**src/rtl/pc_gen_pkg.sv**
```systemverilog
`default_nettype none
// ============================================================================
// Module   : pc_gen_pkg
// Brief    : Shared hart header: reset PC, RV opcode constants, pc_gen state
//            encodings and the fetch-queue entry layout.
// Revision : 1.0 - initial release
// ============================================================================
package pc_gen_pkg;

  localparam logic [63:0] C_RESET_PC   = 64'h0000_0000_8000_0000;
  localparam logic [63:0] C_ALIGN_MASK = ~64'd3;

  localparam logic [6:0] C_OPC_JAL    = 7'b1101111;
  localparam logic [6:0] C_OPC_BRANCH = 7'b1100011;

  // Fetch state machine encodings
  localparam logic [1:0] C_ST_IDLE = 2'd0;
  localparam logic [1:0] C_ST_REQ  = 2'd1;
  localparam logic [1:0] C_ST_DROP = 2'd2;

  // One queued fetch toward decode
  typedef struct packed {
    logic [63:0] pc;
    logic [31:0] ir;
    logic        pred;
  } fetch_entry_t;

  // Sign-extend the predictor's 13-bit branch offset to a full PC width
  function automatic logic [63:0] sext_offs13(input logic [12:0] offs);
    return {{51{offs[12]}}, offs};
  endfunction

endpackage
`default_nettype wire

```
**src/rtl/pc_gen_fetch_fifo.sv**
```systemverilog
`default_nettype none
// ============================================================================
// Module   : fetch_fifo
// Brief    : 2-entry synchronous FIFO of {pc, ir, pred} between fetch and
//            decode. Entry 0 is always the head; flush empties the queue.
// Revision : 1.0 - initial release
// ============================================================================
module fetch_fifo
  import pc_gen_pkg::*;
(
  input  logic         clk,
  input  logic         rst,
  input  logic         push_i,
  input  logic         pop_i,
  input  logic         flush_i,
  input  fetch_entry_t din_i,
  output fetch_entry_t head_o,
  output logic         valid_o,
  output logic [1:0]   count_o
);

  fetch_entry_t ent0_q;
  fetch_entry_t ent1_q;
  logic [1:0]   cnt_q;

  // Shift-style storage: pops move entry 1 into the head slot
  always_ff @(posedge clk) begin
    if (rst) begin
      ent0_q <= '0;
      ent1_q <= '0;
      cnt_q  <= 2'd0;
    end else if (flush_i) begin
      cnt_q <= 2'd0;
    end else begin
      case ({push_i, pop_i})
        2'b01: begin
          ent0_q <= ent1_q;
          cnt_q  <= cnt_q - 2'd1;
        end
        2'b10: begin
          if (cnt_q == 2'd0) ent0_q <= din_i;
          else               ent1_q <= din_i;
          cnt_q <= cnt_q + 2'd1;
        end
        2'b11: begin
          // Count is unchanged; the new entry lands behind whatever remains
          if (cnt_q == 2'd1) begin
            ent0_q <= din_i;
          end else begin
            ent0_q <= ent1_q;
            ent1_q <= din_i;
          end
        end
        default: ;
      endcase
    end
  end

  assign head_o  = ent0_q;
  assign valid_o = (cnt_q != 2'd0);
  assign count_o = cnt_q;

endmodule
`default_nettype wire

```
**src/rtl/pc_gen.sv**
```systemverilog
`default_nettype none
// ============================================================================
// Module   : pc_gen
// Brief    : Fetch-PC generation. Single-outstanding I$ requests, same-cycle
//            next-PC from the static predictor, 2-entry queue to decode,
//            execute redirects with in-flight request kill.
// Config   : BPU_PRED_EN - when defined, conditional-branch predictions steer
//            the fetch PC and mark if_pred; JAL steering is always on.
// Revision : 1.0 - initial release
// ============================================================================
module pc_gen
  import pc_gen_pkg::*;
#(
  parameter logic [63:0] RESET_PC = C_RESET_PC
) (
  input  logic        clk,
  input  logic        rst,
  output logic        ic_req,
  output logic [63:0] ic_addr,
  input  logic        ic_ack,
  input  logic [31:0] ic_data,
  output logic [63:0] bp_pc,
  output logic [31:0] bp_ir,
  input  logic        jal_taken,
  input  logic [63:0] jal_addr,
  input  logic        pr_taken,
  input  logic [12:0] pr_offs,
  output logic        if_valid,
  output logic [63:0] if_pc,
  output logic [31:0] if_ir,
  output logic        if_pred,
  input  logic        if_ready,
  input  logic        ex_redir,
  input  logic [63:0] ex_addr
);

  logic [1:0]   state_q, state_d;
  logic [63:0]  fetch_pc_q, fetch_pc_d;
  logic         live_beat;
  logic         pop;
  logic         br_taken;
  logic [1:0]   fifo_cnt;
  logic [1:0]   post_cnt;
  fetch_entry_t push_ent;
  fetch_entry_t head_ent;

  assign ic_req  = (state_q != C_ST_IDLE);
  assign ic_addr = fetch_pc_q;
  assign bp_pc   = fetch_pc_q;
  assign bp_ir   = ic_data;

`ifdef BPU_PRED_EN
  assign br_taken = pr_taken;
`else
  logic unused_pr_taken;
  assign unused_pr_taken = pr_taken;
  assign br_taken        = 1'b0;
`endif

  // Only a beat for a request that was not killed, and not hit by a redirect
  assign live_beat = (state_q == C_ST_REQ) && ic_ack && !ex_redir;
  assign pop       = if_valid && if_ready && !ex_redir;
  assign post_cnt  = fifo_cnt + {1'b0, live_beat} - {1'b0, pop};

  assign push_ent = '{pc: fetch_pc_q, ir: ic_data, pred: jal_taken || br_taken};

  // Next fetch PC: redirect, then JAL, then predicted branch, then sequential
  always_comb begin
    fetch_pc_d = fetch_pc_q;
    if (ex_redir) begin
      fetch_pc_d = ex_addr & C_ALIGN_MASK;
    end else if (live_beat) begin
      if (jal_taken)     fetch_pc_d = jal_addr & C_ALIGN_MASK;
      else if (br_taken) fetch_pc_d = (fetch_pc_q + sext_offs13(pr_offs)) & C_ALIGN_MASK;
      else               fetch_pc_d = fetch_pc_q + 64'd4;
    end
  end

  // Request state: issue only when the queue is guaranteed space for the beat
  always_comb begin
    state_d = state_q;
    if (ex_redir) begin
      case (state_q)
        C_ST_REQ:  state_d = ic_ack ? C_ST_REQ : C_ST_DROP;
        C_ST_DROP: state_d = C_ST_DROP;
        default:   state_d = C_ST_REQ;
      endcase
    end else begin
      case (state_q)
        C_ST_IDLE: if (post_cnt < 2'd2) state_d = C_ST_REQ;
        C_ST_REQ:  if (ic_ack) state_d = (post_cnt < 2'd2) ? C_ST_REQ : C_ST_IDLE;
        C_ST_DROP: if (ic_ack) state_d = C_ST_REQ;
        default:   state_d = C_ST_IDLE;
      endcase
    end
  end

  // State and fetch PC registers
  always_ff @(posedge clk) begin
    if (rst) begin
      state_q    <= C_ST_IDLE;
      fetch_pc_q <= RESET_PC & C_ALIGN_MASK;
    end else begin
      state_q    <= state_d;
      fetch_pc_q <= fetch_pc_d;
    end
  end

  fetch_fifo u_fifo (
    .clk     (clk),
    .rst     (rst),
    .push_i  (live_beat),
    .pop_i   (pop),
    .flush_i (ex_redir),
    .din_i   (push_ent),
    .head_o  (head_ent),
    .valid_o (if_valid),
    .count_o (fifo_cnt)
  );

  assign if_pc   = head_ent.pc;
  assign if_ir   = head_ent.ir;
  assign if_pred = head_ent.pred;

endmodule
`default_nettype wire

```
**config.mk**
```make
export PLATFORM = sky130hd
export DESIGN_NAME = pc_gen
export DESIGN_NICKNAME = d
export VERILOG_FILES = /design/src/rtl/pc_gen_pkg.sv /design/src/rtl/pc_gen_fetch_fifo.sv /design/src/rtl/pc_gen.sv
export SDC_FILE = /design/constraint.sdc
export NUM_CORES = 1
export LEC_CHECK = 0
export CORE_MARGIN = 2
export CORE_UTILIZATION = 42
export CTS_CLUSTER_DIAMETER = 30
export DETAILED_ROUTE_END_ITERATION = 6
export GPL_ROUTABILITY_DRIVEN = 0
export MAX_ROUTING_LAYER = met4
export PLACE_DENSITY = 0.8
export REMOVE_ABC_BUFFERS = 1
export SETUP_SLACK_MARGIN = 0.2
export SLEW_MARGIN = 0
export SYNTH_ARGS = -nofsm -noshare
export SYNTH_HDL_FRONTEND = slang
export SYNTH_SLANG_ARGS = --single-unit
```
**constraint.sdc**
```tcl
create_clock -name clk -period 2.9 [get_ports clk]
set_input_delay 0.435 -clock clk [delete_from_list [all_inputs] [get_ports clk]]
set_output_delay 0.435 -clock clk [all_outputs]
set_load 0.005 [all_outputs]
```
**Word level (Yosys, flattened, before mapping)**

Index checks and enable logic that the tools add are counted.

- Register bits after elaboration: 262
- Logic and storage cells: 64

- Add/subtract/negate cells: 5
- $lt $le $gt $ge: 1
- Equal/unequal tests: 12
- Mux-type cells: 18
- Bitwise logic cells: 1
- Reduce and logical (&&, ||, !) cells: 17

Operators by type and width:

| cell | number |
|---|---|
| 97-bit two-way mux | 4 |
| 97-bit one-hot mux with 3 select lines | 1 |
| 97-bit one-hot mux with 2 select lines | 1 |
| 64-bit two-way mux | 3 |
| 64-bit by 3-bit adder with 64-bit output (second input constant) | 1 |
| 2-bit two-way mux | 5 |
| 2-bit nonzero test | 5 |
| 3-bit inequality test (second input constant) | 3 |
| 2-bit one-hot mux with 2 select lines | 2 |
| 2-bit by 1-bit equality test with 1-bit output (second input constant) | 3 |
| 2-bit equality test (second input constant) | 3 |
| 2-bit one-hot mux with 3 select lines | 1 |
| 3-bit AND reduction | 2 |
| 1-bit logical AND | 4 |
| 2-bit logical NOT | 2 |
| 2-bit inequality test (second input constant) | 2 |
| 4-bit AND reduction | 1 |
| 3-bit nonzero test | 1 |
| 2-bit by 1-bit adder with 2-bit output | 1 |
| 2-bit by 1-bit adder with 2-bit output (second input constant) | 1 |
| 2-bit less-than comparator (second input constant) | 1 |
| 2-bit by 1-bit inequality test with 1-bit output (second input constant) | 1 |
| 2-bit OR reduction | 1 |
| 2-bit by 1-bit subtractor with 2-bit output | 1 |
| 4 further kinds | 4 |

**Logic depth before layout (Yosys ltp)**

Gate-level depths: netlist (run 1).

- Depth in word-level cells: 10
- Depth in mapped cells: 13

**Cells and area by module**

A second synthesis (run 1) with hierarchy kept.

- Cell total of the unflattened synthesis: 1742
- Area, all modules: 14605.3 um2

By module, submodules not included:

| module | instances | cells an instance | area an instance (um2) | seq. area each (um2) |
|---|---|---|---|---|
| fetch_fifo | 1 | 963 | 8926.1 | 3923.8 |
| pc_gen | 1 | 779 | 5679.2 | 1321.3 |

**Worst setup path after synthesis (run 1)**

Ideal clock, no wire load.

- Path kind: reg2reg
- From: register state_q[1]
- To: register u_fifo.ent0_q, in the netlist u_fifo.head_o[22]
- Data arrival time: 2.639 ns
- Required time: 2.814 ns
- Path slack: 0.175 ns
- Cell stages (with the launch flop): 13
- Period minus slack after synthesis: 2.725 ns
- Cells stage by stage: dfxtp_1 inv_1 ha_1 nand2_1 nor2_1 ha_1 buf_2 nand2b_1 clkbuf_1 clkbuf_1 clkbuf_1 a22oi_1 a211oi_1

- Word-level cells in the longest chain between the ends: 6
- Elaborated cells on any way between the ends: 10
- Those cells by class: eq/ne (5); mux (1); reduce/logical (4)

Ends and longest elaborated chain:

| element | RTL line | RTL |
|---|---|---|
| start: declaration | pc_gen.sv:37 | `logic [1:0] state_q, state_d;` |
| start signal: assignment | pc_gen.sv:104 | `state_q <= state_d;` |
| 2-bit by 1-bit equality test with 1-bit output (*) | pc_gen.sv:61 | `assign live_beat = (state_q == C_ST_REQ) && ic_ack && !ex_redir;` |
| 1-bit logical AND (*) (2 in a row) | pc_gen.sv:61 |  |
| net live_beat | pc_gen.sv:39 | `logic live_beat;` |
| 2-bit equality test / 2-bit by 1-bit equality test with 1-bit output (equally long branches) | pc_gen_fetch_fifo.sv:35 | `case ({push_i, pop_i})` |
| 2-bit by 1-bit inequality test with 1-bit output (no source line) / 3-bit nonzero test (equally long branches) | - |  |
| 3-bit AND reduction (no source line) | - |  |
| end signal: assignment | pc_gen_fetch_fifo.sv:37 | `ent0_q <= ent1_q;` |
| end signal: assignment | pc_gen_fetch_fifo.sv:41 | `if (cnt_q == 2'd0) ent0_q <= din_i;` |
| end signal: assignment | pc_gen_fetch_fifo.sv:48 | `ent0_q <= din_i;` |
| end: declaration | pc_gen_fetch_fifo.sv:22 | `fetch_entry_t ent0_q;` |

The timed path passes the listed nets; every way through them passes the cells marked *.
A chain may end at the register's enable or synchronous reset.

**Worst setup path after layout (run 1)**

- From: register fetch_pc_q[18], in the netlist bp_pc[18]
- To: register fetch_pc_q[42], in the netlist bp_pc[42]

- Word-level cells in the longest chain between the ends: 4

Ends and longest elaborated chain:

| element | RTL line | RTL |
|---|---|---|
| start: declaration | pc_gen.sv:38 | `logic [63:0] fetch_pc_q, fetch_pc_d;` |
| start signal: assignment | pc_gen.sv:102 | `fetch_pc_q <= RESET_PC & C_ALIGN_MASK;` |
| start signal: assignment | pc_gen.sv:105 | `fetch_pc_q <= fetch_pc_d;` |
| 64-bit by 3-bit adder with 64-bit output | pc_gen.sv:75 | `else fetch_pc_d = fetch_pc_q + 64'd4;` |
| 64-bit two-way mux | pc_gen.sv:73 | `if (jal_taken) fetch_pc_d = jal_addr & C_ALIGN_MASK;` |
| 64-bit two-way mux | pc_gen.sv:72 | `end else if (live_beat) begin` |
| 64-bit two-way mux | pc_gen.sv:70 | `if (ex_redir) begin` |

Every way passes these cells. The select of a mux whose other input is x is not followed.

==> summary.json, run 1 <==
{
  "outcome": "completed",
  "port-buffer-count": 420,
  "tritoncts_num_sinks": 262,
  "top_usage_layer_grt": "met2",
  "htree_levels": 2,
  "routedWlPerCell_um": 19.5,
  "groute.layer.met1.usage_pct": 35.4,
  "max_cap_violations": 0,
  "final_min_period_over_clock_period_pct": 90.0,
  "antenna_violations_before_repair": 4,
  "drt-vias-per-instance": 5.68,
  "cts.path.max_buffers": 3,
  "max_slew.worst_pin.slew_ns": 0.878,
  "most_common_cell_in_the_synthesized_netlist": "sky130_fd_sc_hd__nand2_1",
  "timing.final.crit_period_ns": 2.61,
  "yosys-mux-area-fraction_pct": 0.687,
  "die_y_um": 181,
  "fp.coreArea_um2": 30700,
  "timing.critical_path.fanout_max": 10,
  "swShare_pct": 25.1,
  "groute.layer.met2.usage_pct": 47.5,
  "final_critical_path_setup_slack_ns": 0.291,
  "finalMaxSlewViolations": 0,
  "yosys.area.top_type": "sky130_fd_sc_hd__dfxtp_1",
  "setup.worst_path.start_class": "flip-flop",
  "synth.cell_area_um2": 13100,
  "synth_top_cells_by_area": "sky130_fd_sc_hd__dfxtp_1, sky130_fd_sc_hd__nand2_1, sky130_fd_sc_hd__a21oi_1",
  "finalPower_uw": 12400,
  "yosys-top-cells-count": "sky130_fd_sc_hd__nand2_1, sky130_fd_sc_hd__dfxtp_1, sky130_fd_sc_hd__a21oi_1",
  "cts_buf_count": 56,
  "ys_seq_elements": 262,
  "synth.yosys.warnings": 0,
  "area_growth_pct": 47.7,
  "power.share.combinational_pct": 14.6,
  "power.ir.vdd_worst_mv": 0.441,
  "rows": 64,
  "syn_area_per_cell_um2": 7.85,
  "grt_overflow": 0,
  "hpwl_mm": 31.3,
  "grtUsageTotal_pct": 28.3,
  "grt_pass1_wl_mm": 73.0,
  "synth_top_family_by_area": "compound AO/OA/AOI/OAI gates",
  "synth-compound-area-share_pct": 24.0,
  "hold_viol": 0,
  "power_report.internal_total_uw": 9300,
  "depth_of_the_worst_register_to_register_path": 7,
  "drc": 0,
  "post_synth_inst_count": 1670,
  "path_class": "reg2reg",
  "share_of_cells_above_drive_strength_1_pct": 10.1,
  "synth_xor_area_share_pct": 2.54,
  "p_leak_uw": 0.00669,
  "initial_core_util_pct": 42.8,
  "fp.dieArea_um2": 32600,
  "yosys.area_share.simple_pct": 21.2,
  "pin_count": 439,
  "drt_first_pass_iters": 5,
  "grt_max_degree": 98,
  "insertion_delay_ns": 0.56,
  "fin_nets": 2172,
  "first_iter_violations": 1079,
  "worst_setup_skew_after_layout_ns": 0.0195,
  "power.share.sequential_pct": 31.9,
  "power_density_normalized_to_cell_area_nw_per_um2": 642,
  "synth_fa_ha_area_share_pct": 0.859,
  "dieWidth_um": 181,
  "global_route.usage.met3_pct": 4.04,
  "switchingPower_uw": 3120,
  "tritoncts": "yes",
  "synth_enable_flop_cells": 0,
  "critPathArrivalTime_ns": 3.01,
  "post_synth_num_cell_types": 65,
  "ffs_w_async_s_r_synth_pct": 0,
  "relSlewSlack_pct": 41.5,
  "cp_data_required_time_ns": 3.30,
  "rsz0062_at_grt": "true",
  "grt_pass1_vias": 13220,
  "worst_setup_path_end_kind": "flip-flop",
  "drtAntennaViolNets": 0,
  "min_path_type": "in2reg",
  "synth_top_area_share_pct": 40.0,
  "pre_cts_ws_ns": 0.101,
  "max_freq_ghz": 0.383,
  "cts-hold-fix-buffers": 0,
  "synth.yosys.seq_area_share_pct": 40.0,
  "clk_pin_slew_worst_paths_ns": 0.05,
  "cts-root-buf": "sky130_fd_sc_hd__clkbuf_16",
  "holdPathStages": 3,
  "detailroute.via_count": 13805,
  "ys_flop_type": "sky130_fd_sc_hd__dfxtp_1",
  "final_count_of_negative_setup_slack_endpoints": 0,
  "pwr-share-clk_pct": 53.5,
  "routed_wl_mm": 47.4
}
## worst max-delay path: stages, from the launching register on
cell and delay, ns:
sky130_fd_sc_hd__dfxtp_1 0.50, sky130_fd_sc_hd__nand4_1 0.32, sky130_fd_sc_hd__nor3_1 0.57, sky130_fd_sc_hd__nand3_1 0.22
sky130_fd_sc_hd__buf_4 0.24, sky130_fd_sc_hd__nor4_1 0.32, sky130_fd_sc_hd__xnor2_1 0.16, sky130_fd_sc_hd__o221ai_1 0.11
## cells in the final DEF, fill, tap and decap left out, types with 19 or more instances in the layout
cell                                n
sky130_fd_sc_hd__nand4_1           20
sky130_fd_sc_hd__nand2_1          269
sky130_fd_sc_hd__nor2_1           144
sky130_fd_sc_hd__xnor2_1           22
sky130_fd_sc_hd__nand3_1           50
sky130_fd_sc_hd__clkbuf_16         57
sky130_fd_sc_hd__and3_1            28
sky130_fd_sc_hd__inv_1             19
sky130_fd_sc_hd__buf_4             66
sky130_fd_sc_hd__nor3_1            48
sky130_fd_sc_hd__clkdlybuf4s50_1  417
sky130_fd_sc_hd__a21oi_1          177
sky130_fd_sc_hd__a211oi_1         102
sky130_fd_sc_hd__a22oi_1           98
sky130_fd_sc_hd__o21ai_0           19
sky130_fd_sc_hd__dfxtp_1          262
## area by class of cell
class	instances	area (um2)
Multi-Input combinational cell	1141	6510
Tap cell	396	495
Timing Repair Buffer	502	5030
Inverter	20	75.1
Clock buffer	77	1580
Antenna cell	4	10.0
Clock inverter	28	415
Fill cell	2544	11300
Sequential cell	262	5250
## stage by stage
step	hold slack [ns]	setup TNS (ns)	cells	utilization (%)	area [um2]
after floorplan	0.430	-654.64	1423	-	11800
after global placement	0.441	0	2311	56.3	17300
after detailed placement	0.446	0	2311	56.3	17300
after CTS	0.287	0	2418	62.9	19300
after global routing	0.309	0	2430	63.1	19400
final	0.315	0	2430	63.1	19400
## power by group through the flow
stage / logic [uW] / clock network (uW) / registers [uW]
floorplan: 585 / 0 / 4060
global placement: 1750 / 0 / 4020
detailed placement: 1790 / 0 / 4030
CTS: 1810 / 6700 / 3960
global route: 1950 / 6890 / 3990
finish: 1820 / 6640 / 3970
## routing by layer
metal	part of all wire (%)	wire length (um)
met1	41	19300
met2	50	23500
met3	7.3	3480
met4	2.4	1120
met5	0	0
## path summary, 6_finish.rpt
check | from | end | slack (ns)
hold reg to reg | u_fifo.ent1_q[24] | u_fifo.ent1_q[24] | 0.45
setup reg to reg | bp_pc[18] | bp_pc[42] | 0.29
setup / recovery | bp_pc[18] | bp_pc[42] | 0.29
hold / removal | ex_redir | bp_pc[36] | 0.32
## timing repair
action	CTS	global route
pin swaps	1	2
setup buffers	2	8
setup endpoints to repair	1	177
resized for setup	0	4
## sequential cells by signal, summed over array words and instances, names as in the netlist
| name | cells |
|---|---|
| bp_pc | 64 |
| state_q | 2 |
| u_fifo.count_o | 2 |
| u_fifo.ent1_q | 97 |
| u_fifo.head_o | 97 |
## cell families after synthesis
kind of cell | after synthesis
adder cells (fa/ha/maj) | 9
multiplexers | 9
flip-flops | 262
AO/OA/AOI/OAI | 477
AND/OR/NAND/NOR | 608
buffers and inverters | 267
XOR/XNOR | 38
Note: power is estimated with default switching activity, not from simulation.
==> run 2, diff against run 1 <==
--- a/config.mk
+++ b/config.mk
@@ -11,7 +11,7 @@
 export DETAILED_ROUTE_END_ITERATION = 6
 export GPL_ROUTABILITY_DRIVEN = 0
 export MAX_ROUTING_LAYER = met4
-export PLACE_DENSITY = 0.8
+export PLACE_DENSITY = 0.89
 export REMOVE_ABC_BUFFERS = 1
 export SETUP_SLACK_MARGIN = 0.2
 export SLEW_MARGIN = 0
==> summary.json, run 2 (synthesis results as in run 1) <==
{
  "multi_input_comb_area": {"value": 6540, "unit": "um2", "change": "+0.50%"},
  "drtAntennaViolNets": {"value": 0, "change": "unchanged"},
  "path_class": "reg2reg",
  "setup.worst_path.start_class": "flip-flop",
  "antenna_violations_before_repair": {"value": 3, "change": "-1"},
  "initial_core_util": {"value": 42.8, "unit": "%", "change": "unchanged"},
  "cp_data_required_time": {"value": 3.29, "unit": "ns", "change": "about the same"},
  "cts-hold-fix-buffers": {"value": 0, "change": "unchanged"},
  "drt_first_pass_iters": {"value": 7, "change": "+2"},
  "most-common-layout-cells": "sky130_fd_sc_hd__clkdlybuf4s50_1, sky130_fd_sc_hd__nand2_1, sky130_fd_sc_hd__dfxtp_1",
  "fp.coreArea": {"value": 30700, "unit": "um2", "change": "unchanged"},
  "htree_levels": {"value": 2, "change": "unchanged"},
  "max_freq": {"value": 0.381, "unit": "GHz", "change": "-0.64%"},
  "finalMaxSlewViolations": {"value": 0, "change": "unchanged"},
  "cts.path.max_buffers": {"value": 3, "change": "unchanged"},
  "first_iter_violations": {"value": 1551, "change": "+44%"},
  "relSlewSlack": {"value": 53.0, "unit": "%", "change": "+12 points"},
  "port-buffer-count": {"value": 420, "change": "unchanged"},
  "outcome": "finished, violations left",
  "min_path_type": "in2reg",
  "critPathArrivalTime": {"value": 3.02, "unit": "ns", "change": "about the same"},
  "grt_pass1_wl": {"value": 76.6, "unit": "mm", "change": "+4.9%"},
  "final_min_period_over_clock_period": {"value": 90.6, "unit": "%", "change": "+0.58 points"},
  "hold_path.startpoint": "rst",
  "final_count_of_negative_setup_slack_endpoints": {"value": 0, "change": "unchanged"},
  "finalPower": {"value": 12800, "unit": "uW", "change": "+3.0%"},
  "timing.reg2reg.setup_slack": {"value": 0.27, "unit": "ns", "change": "-0.02 ns"},
  "tritoncts_num_sinks": {"value": 262, "change": "unchanged"},
  "worst_setup_path_end_kind": "flip-flop",
  "p_leak": {"value": 0.00674, "unit": "uW", "change": "+0.81%"},
  "die_y": {"value": 181, "unit": "um", "change": "unchanged"},
  "tritoncts": "yes",
  "grt_max_degree": {"value": 125, "change": "+28%"},
  "power.ir.vdd_worst": {"value": 0.419, "unit": "mV", "change": "-4.8%"},
  "max_slew.worst_pin.slew": {"value": 0.701, "unit": "ns", "change": "-0.177 ns"},
  "timing.critical_path.fanout_max": {"value": 10, "change": "unchanged"},
  "drc": {"value": 1, "change": "+1"},
  "rr_endpoint": "bp_pc[51]",
  "detailroute.via_count": {"value": 14562, "change": "+5.5%"},
  "rows": {"value": 64, "change": "unchanged"},
  "rsz0062_at_grt": "false",
  "depth_of_the_worst_register_to_register_path": {"value": 8, "change": "+1"},
  "fillCellCount": {"value": 2382, "change": "-6.4%"},
  "dieWidth": {"value": 181, "unit": "um", "change": "unchanged"},
  "drt-vias-per-instance": {"value": 5.99, "change": "+5.4%"},
  "share_of_cells_above_drive_strength_1": {"value": 10.9, "unit": "%", "change": "+0.73 points"},
  "timing.hold.worst_endpoint": "bp_pc[15]",
  "grt_pass1_vias": {"value": 14048, "change": "+6.3%"},
  "hpwl": {"value": 32.1, "unit": "mm", "change": "+2.4%"},
  "most_frequent_standard_cell_in_the_layout_excluding_fill_and_tap_cells": "sky130_fd_sc_hd__clkdlybuf4s50_1",
  "worst_setup_skew_after_layout": {"value": 0.0202, "unit": "ns", "change": "+0.000720 ns"},
  "timing.final.crit_period": {"value": 2.63, "unit": "ns", "change": "+0.0169 ns"},
  "power_density_normalized_to_cell_area": {"value": 657, "unit": "nW/um2", "change": "+2.4%"},
  "area_growth_pct": 48.6,
  "grtUsageTotal": {"value": 29.7, "unit": "%", "change": "+1.3 points"},
  "routedWlPerCell": {"value": 21.1, "unit": "um", "change": "+8.0%"},
  "routed_wl": {"value": 51.2, "unit": "mm", "change": "+8.0%"},
  "cts_buf_count": {"value": 59, "change": "+5.4%"},
  "clk_pin_slew_worst_paths": {"value": 0.05, "unit": "ns", "change": "about the same"},
  "final_critical_path_setup_slack": {"value": 0.274, "unit": "ns", "change": "-0.0169 ns"},
  "cts-root-buf": "sky130_fd_sc_hd__clkbuf_16",
  "pre_cts_ws": {"value": 0.0418, "unit": "ns", "change": "-0.0588 ns"},
  "fin_nets": {"value": 2171, "change": "-0.046%"},
  "register_cell_area_after_layout": {"value": 5250, "unit": "um2", "change": "unchanged"},
  "insertion_delay": {"value": 0.56, "unit": "ns", "change": "about the same"},
  "max_cap_violations": {"value": 0, "change": "unchanged"},
  "failed_checks": "design-rule violations",
  "critical_path.reg2reg.startpoint": "bp_pc[22]",
  "hold_viol": {"value": 0, "change": "unchanged"},
  "fp.dieArea": {"value": 32600, "unit": "um2", "change": "unchanged"},
  "pin_count": {"value": 439, "change": "unchanged"},
  "grt_overflow": {"value": 0, "change": "unchanged"},
  "holdPathStages": {"value": 2, "change": "-1"}
}
==> run 2: worst max-delay path: stages, from the launching register on <==
cell and delay [ns]:
sky130_fd_sc_hd__dfxtp_1 0.54, sky130_fd_sc_hd__nand4_1 0.39, sky130_fd_sc_hd__nor4_4 0.25, sky130_fd_sc_hd__buf_4 0.21, sky130_fd_sc_hd__nand3_2 0.26, sky130_fd_sc_hd__buf_4 0.28, sky130_fd_sc_hd__nor3_1 0.21, sky130_fd_sc_hd__xnor2_1 0.18
sky130_fd_sc_hd__o221ai_1 0.16
==> run 2: layer usage <==
metal | vias to the layer above | part of all wire (%) | global-route usage, % | routed length, um
li1 | 6524 | - | - | -
met1 | 6881 | 38 | 36.3 | 19500
met2 | 976 | 48 | 47.5 | 24700
met3 | 181 | 9.5 | 5.30 | 4880
met4 | 0 | 4.1 | 14.0 | 2120
met5 | - | 0 | - | 0
==> run 2: power by group <==
group | leakage [uW] | total (uW) | internal (uW) | switching (uW)
Combinational | 0.00360 | 1850 | 959 | 895
Clock | 0.00101 | 6980 | 4660 | 2320
Sequential | 0.00213 | 3970 | 3800 | 173
==> run 2: area by class of cell <==
type / count / share of cell area (%)
clock inverters: 46 / 2.81
flip-flops and latches: 262 / 26.9
repair buffers: 498 / 25.7
clock buffers: 65 / 8.01
inverters: 20 / 0.385
multi-input cells: 1141 / 33.6
diodes: 3 / 0.0385
well taps: 396 / 2.54
==> run 2: timing repair <==
action,in CTS,in global routing
endpoints found under the setup margin,3,201
gates resized for setup,0,12
gates cloned,1,2
setup buffers,1,7
pin swaps,0,1
==> run 2: how the worst max path moves through the flow <==
stage	cells after the start	to	startpoint	slack [ns]
global route	8	bp_pc[51]	bp_pc[22]	0.21
global placement	10	u_fifo.head_o[53]	ic_ack	0.20
floorplan	7	u_fifo.head_o[0]	state_q[1]	-3.65
detailed placement	10	u_fifo.head_o[19]	ic_ack	0.04
finish	8	bp_pc[51]	bp_pc[22]	0.27
CTS	11	u_fifo.head_o[33]	u_fifo.count_o[0]	0.15
==> run 2: through the flow <==
step | hold WS (ns) | area (um2) | util, % | TNS, ns | cells
after floorplan | 0.430 | 11800 | - | -654.64 | 1423
after global placement | 0.441 | 17200 | 56.0 | 0 | 2306
after detailed placement | 0.446 | 17200 | 56.0 | 0 | 2306
after CTS | 0.242 | 19300 | 63.0 | 0 | 2419
after global routing | 0.262 | 19500 | 63.5 | 0 | 2431
final | 0.254 | 19500 | 63.5 | 0 | 2431
==> run 3, diff against run 2 <==
--- a/config.mk
+++ b/config.mk
@@ -5,6 +5,7 @@
 export SDC_FILE = /design/constraint.sdc
 export NUM_CORES = 1
 export LEC_CHECK = 0
+export ABC_CLOCK_PERIOD_IN_PS = 2400
 export CORE_MARGIN = 2
 export CORE_UTILIZATION = 42
 export CTS_CLUSTER_DIAMETER = 30
==> constraint.sdc (replaced) <==
create_clock -name clk -period 2.4 [get_ports clk]
set_input_delay 0.36 -clock clk [delete_from_list [all_inputs] [get_ports clk]]
set_output_delay 0.36 -clock clk [all_outputs]
set_load 0.005 [all_outputs]
==> summary.json, run 3 (synthesis results as in run 1) <==
{
  "drt_first_pass_iters": {"value": 6, "change": "-1"},
  "port-buffer-count": {"value": 420, "change": "unchanged"},
  "hold_viol": {"value": 0, "change": "unchanged"},
  "placed_cells_incl_taps": {"value": 2372, "change": "+2.9%"},
  "area_growth_pct": 62.7,
  "timing.final.crit_period": {"value": 2.23, "unit": "ns", "change": "-0.399 ns"},
  "cp_data_required_time": {"value": 2.91, "unit": "ns", "change": "-0.38 ns"},
  "max_slew.worst_pin.slew": {"value": 0.744, "unit": "ns", "change": "+0.0428 ns"},
  "fin_nets": {"value": 2273, "change": "+4.7%"},
  "dieWidth": {"value": 181, "unit": "um", "change": "unchanged"},
  "most-common-layout-cells": "sky130_fd_sc_hd__clkdlybuf4s50_1, sky130_fd_sc_hd__nand2_1, sky130_fd_sc_hd__dfxtp_1",
  "htree_levels": {"value": 2, "change": "unchanged"},
  "insertion_delay": {"value": 0.60, "unit": "ns", "change": "+0.04 ns"},
  "max_stage_delay": {"value": 0.35, "unit": "ns", "change": "-0.19 ns"},
  "tritoncts": "yes",
  "initial_core_util": {"value": 42.8, "unit": "%", "change": "unchanged"},
  "grtUsageTotal": {"value": 33.1, "unit": "%", "change": "+3.5 points"},
  "register_cell_area_after_layout": {"value": 5250, "unit": "um2", "change": "+0.17%"},
  "critical-path-top-delay-family": "buffers and inverters",
  "final_count_of_negative_setup_slack_endpoints": {"value": 0, "change": "unchanged"},
  "pin_count": {"value": 439, "change": "unchanged"},
  "drtAntennaViolNets": {"value": 0, "change": "unchanged"},
  "timing.critical_path.fanout_max": {"value": 8, "change": "-2"},
  "first_iter_violations": {"value": 1657, "change": "+6.8%"},
  "fp.coreArea": {"value": 30700, "unit": "um2", "change": "unchanged"},
  "rows": {"value": 64, "change": "unchanged"},
  "cts-root-buf": "sky130_fd_sc_hd__clkbuf_16",
  "max_freq": {"value": 0.449, "unit": "GHz", "change": "+18%"},
  "crit_buf_inv": {"value": 6, "change": "+4"},
  "clk_pin_slew_worst_paths": {"value": 0.05, "unit": "ns", "change": "about the same"},
  "detailroute.via_count": {"value": 15432, "change": "+6.0%"},
  "fp.dieArea": {"value": 32600, "unit": "um2", "change": "unchanged"},
  "max_cap_violations": {"value": 0, "change": "unchanged"},
  "tightest_hold_margin": {"value": 0.121, "unit": "ns", "change": "-0.134 ns"},
  "finalMaxSlewViolations": {"value": 0, "change": "unchanged"},
  "setup.worst_path.start_class": "flip-flop",
  "top_usage_layer_grt": "met2",
  "drc": {"value": 0, "change": "-1"},
  "grt_max_degree": {"value": 90, "change": "-28%"},
  "cts_buf_count": {"value": 61, "change": "+3.4%"},
  "outcome": "completed",
  "slowest_stage": "sky130_fd_sc_hd__dfxtp_2",
  "fillCellCount": {"value": 2131, "change": "-11%"},
  "groute.layer.met1.usage": {"value": 38.7, "unit": "%", "change": "+2.5 points"},
  "p_leak": {"value": 0.00758, "unit": "uW", "change": "+12%"},
  "relSlewSlack": {"value": 50.0, "unit": "%", "change": "-3.0 points"},
  "path_class": "reg2reg",
  "grt_pass1_vias": {"value": 15174, "change": "+8.0%"},
  "layout.cells.non_filler": {"value": 2538, "change": "+4.4%"},
  "final_critical_path_setup_slack": {"value": 0.173, "unit": "ns", "change": "-0.101 ns"},
  "die_y": {"value": 181, "unit": "um", "change": "unchanged"},
  "share_of_cells_above_drive_strength_1": {"value": 19.1, "unit": "%", "change": "+8.2 points"},
  "global_route.usage.met3": {"value": 6.43, "unit": "%", "change": "+1.1 points"},
  "power_density_normalized_to_cell_area": {"value": 762, "unit": "nW/um2", "change": "+16%"},
  "min_path_type": "in2reg",
  "worst_setup_path_end_kind": "flip-flop",
  "groute.layer.met2.usage": {"value": 53.9, "unit": "%", "change": "+6.4 points"},
  "power.ir.vdd_worst": {"value": 0.600, "unit": "mV", "change": "+43%"},
  "hpwl": {"value": 34.3, "unit": "mm", "change": "+6.9%"},
  "routedWlPerCell": {"value": 22.6, "unit": "um", "change": "+7.5%"},
  "tritoncts_num_sinks": {"value": 262, "change": "unchanged"},
  "grt_overflow": {"value": 0, "change": "unchanged"},
  "rsz0062_at_grt": "true",
  "final_min_period_over_clock_period": {"value": 92.8, "unit": "%", "change": "+2.3 points"},
  "critPathArrivalTime": {"value": 2.74, "unit": "ns", "change": "-0.28 ns"},
  "multi_input_comb_area": {"value": 7000, "unit": "um2", "change": "+7.0%"},
  "most_frequent_standard_cell_in_the_layout_excluding_fill_and_tap_cells": "sky130_fd_sc_hd__clkdlybuf4s50_1",
  "cts.path.max_buffers": {"value": 3, "change": "unchanged"},
  "crit_path_cells": "inv_2, ha_4, nand2_4, nor2_4, buf_6, ha_4, buf_6, mux2i_4, buf_12, buf_8, clkbuf_16, a22oi_1, a211oi_2",
  "pre_cts_ws": {"value": -0.177, "unit": "ns", "change": "-0.219 ns"},
  "worst_setup_skew_after_layout": {"value": 0.0233, "unit": "ns", "change": "+0.00311 ns"},
  "routed_wl": {"value": 57.5, "unit": "mm", "change": "+12%"},
  "antenna_violations_before_repair": {"value": 4, "change": "+1"},
  "drt-vias-per-instance": {"value": 6.08, "change": "+1.5%"},
  "grt_pass1_wl": {"value": 84.2, "unit": "mm", "change": "+9.9%"}
}
==> run 3: layout make-up <==
class	instances	area share, %
Clock buffer	66	7.39
Timing Repair Buffer	598	29.4
Clock inverter	49	3.01
Multi-Input combinational cell	1141	32.8
Antenna cell	6	0.0704
Sequential cell	262	24.6
Inverter	20	0.375
Tap cell	396	2.32
==> run 3: metal layers <==
metal	wire [um]	up-vias	share of wire [%]
li1	-	6727	-
met1	21600	7306	38
met2	27000	1116	47
met3	5670	283	9.9
met4	3190	0	5.6
met5	0	-	0
==> run 3: worst paths after layout <==
| kind | startpoint | end | slack (ns) | depth (start not counted) |
|---|---|---|---|---|
| worst min register to register | u_fifo.ent1_q[79] | u_fifo.ent1_q[79] | 0.45 | 2 |
| worst max register to register | state_q[1] | u_fifo.head_o[7] | 0.17 | 13 |
| worst max-delay path | state_q[1] | u_fifo.head_o[7] | 0.17 | 13 |
| worst min-delay path | rst | bp_pc[56] | 0.12 | 2 |
==> run 3: where the power goes <==
part	switching, uW	leakage, uW	internal [uW]
clock network	2950	0.00104	5800
logic	1290	0.00440	1430
registers	170	0.00214	4590
==> run 3: per-stage QoR <==
stage               setup TNS [ns]  utilization, %  area [um2]  total power (uW)
finish                           0            69.5       21300             16200
global route                     0            69.5       21300             16700
CTS                              0            67.3       20700             16000
detailed placement           -5.93            57.9       17800              7140
global placement            -0.433            57.9       17800              7060
floorplan                  -765.02               -       11800              5620
==> run 3: what timing repair did <==
| action | in CTS | in global routing |
|---|---|---|
| hold endpoints to repair | 0 | 0 |
| pin swaps | 27 | 55 |
| endpoints found under the setup margin | 215 | 210 |
| buffers inserted | 14 | 15 |
| hold buffers | 0 | 0 |
| cloned | 11 | 5 |
| resized for setup | 53 | 86 |
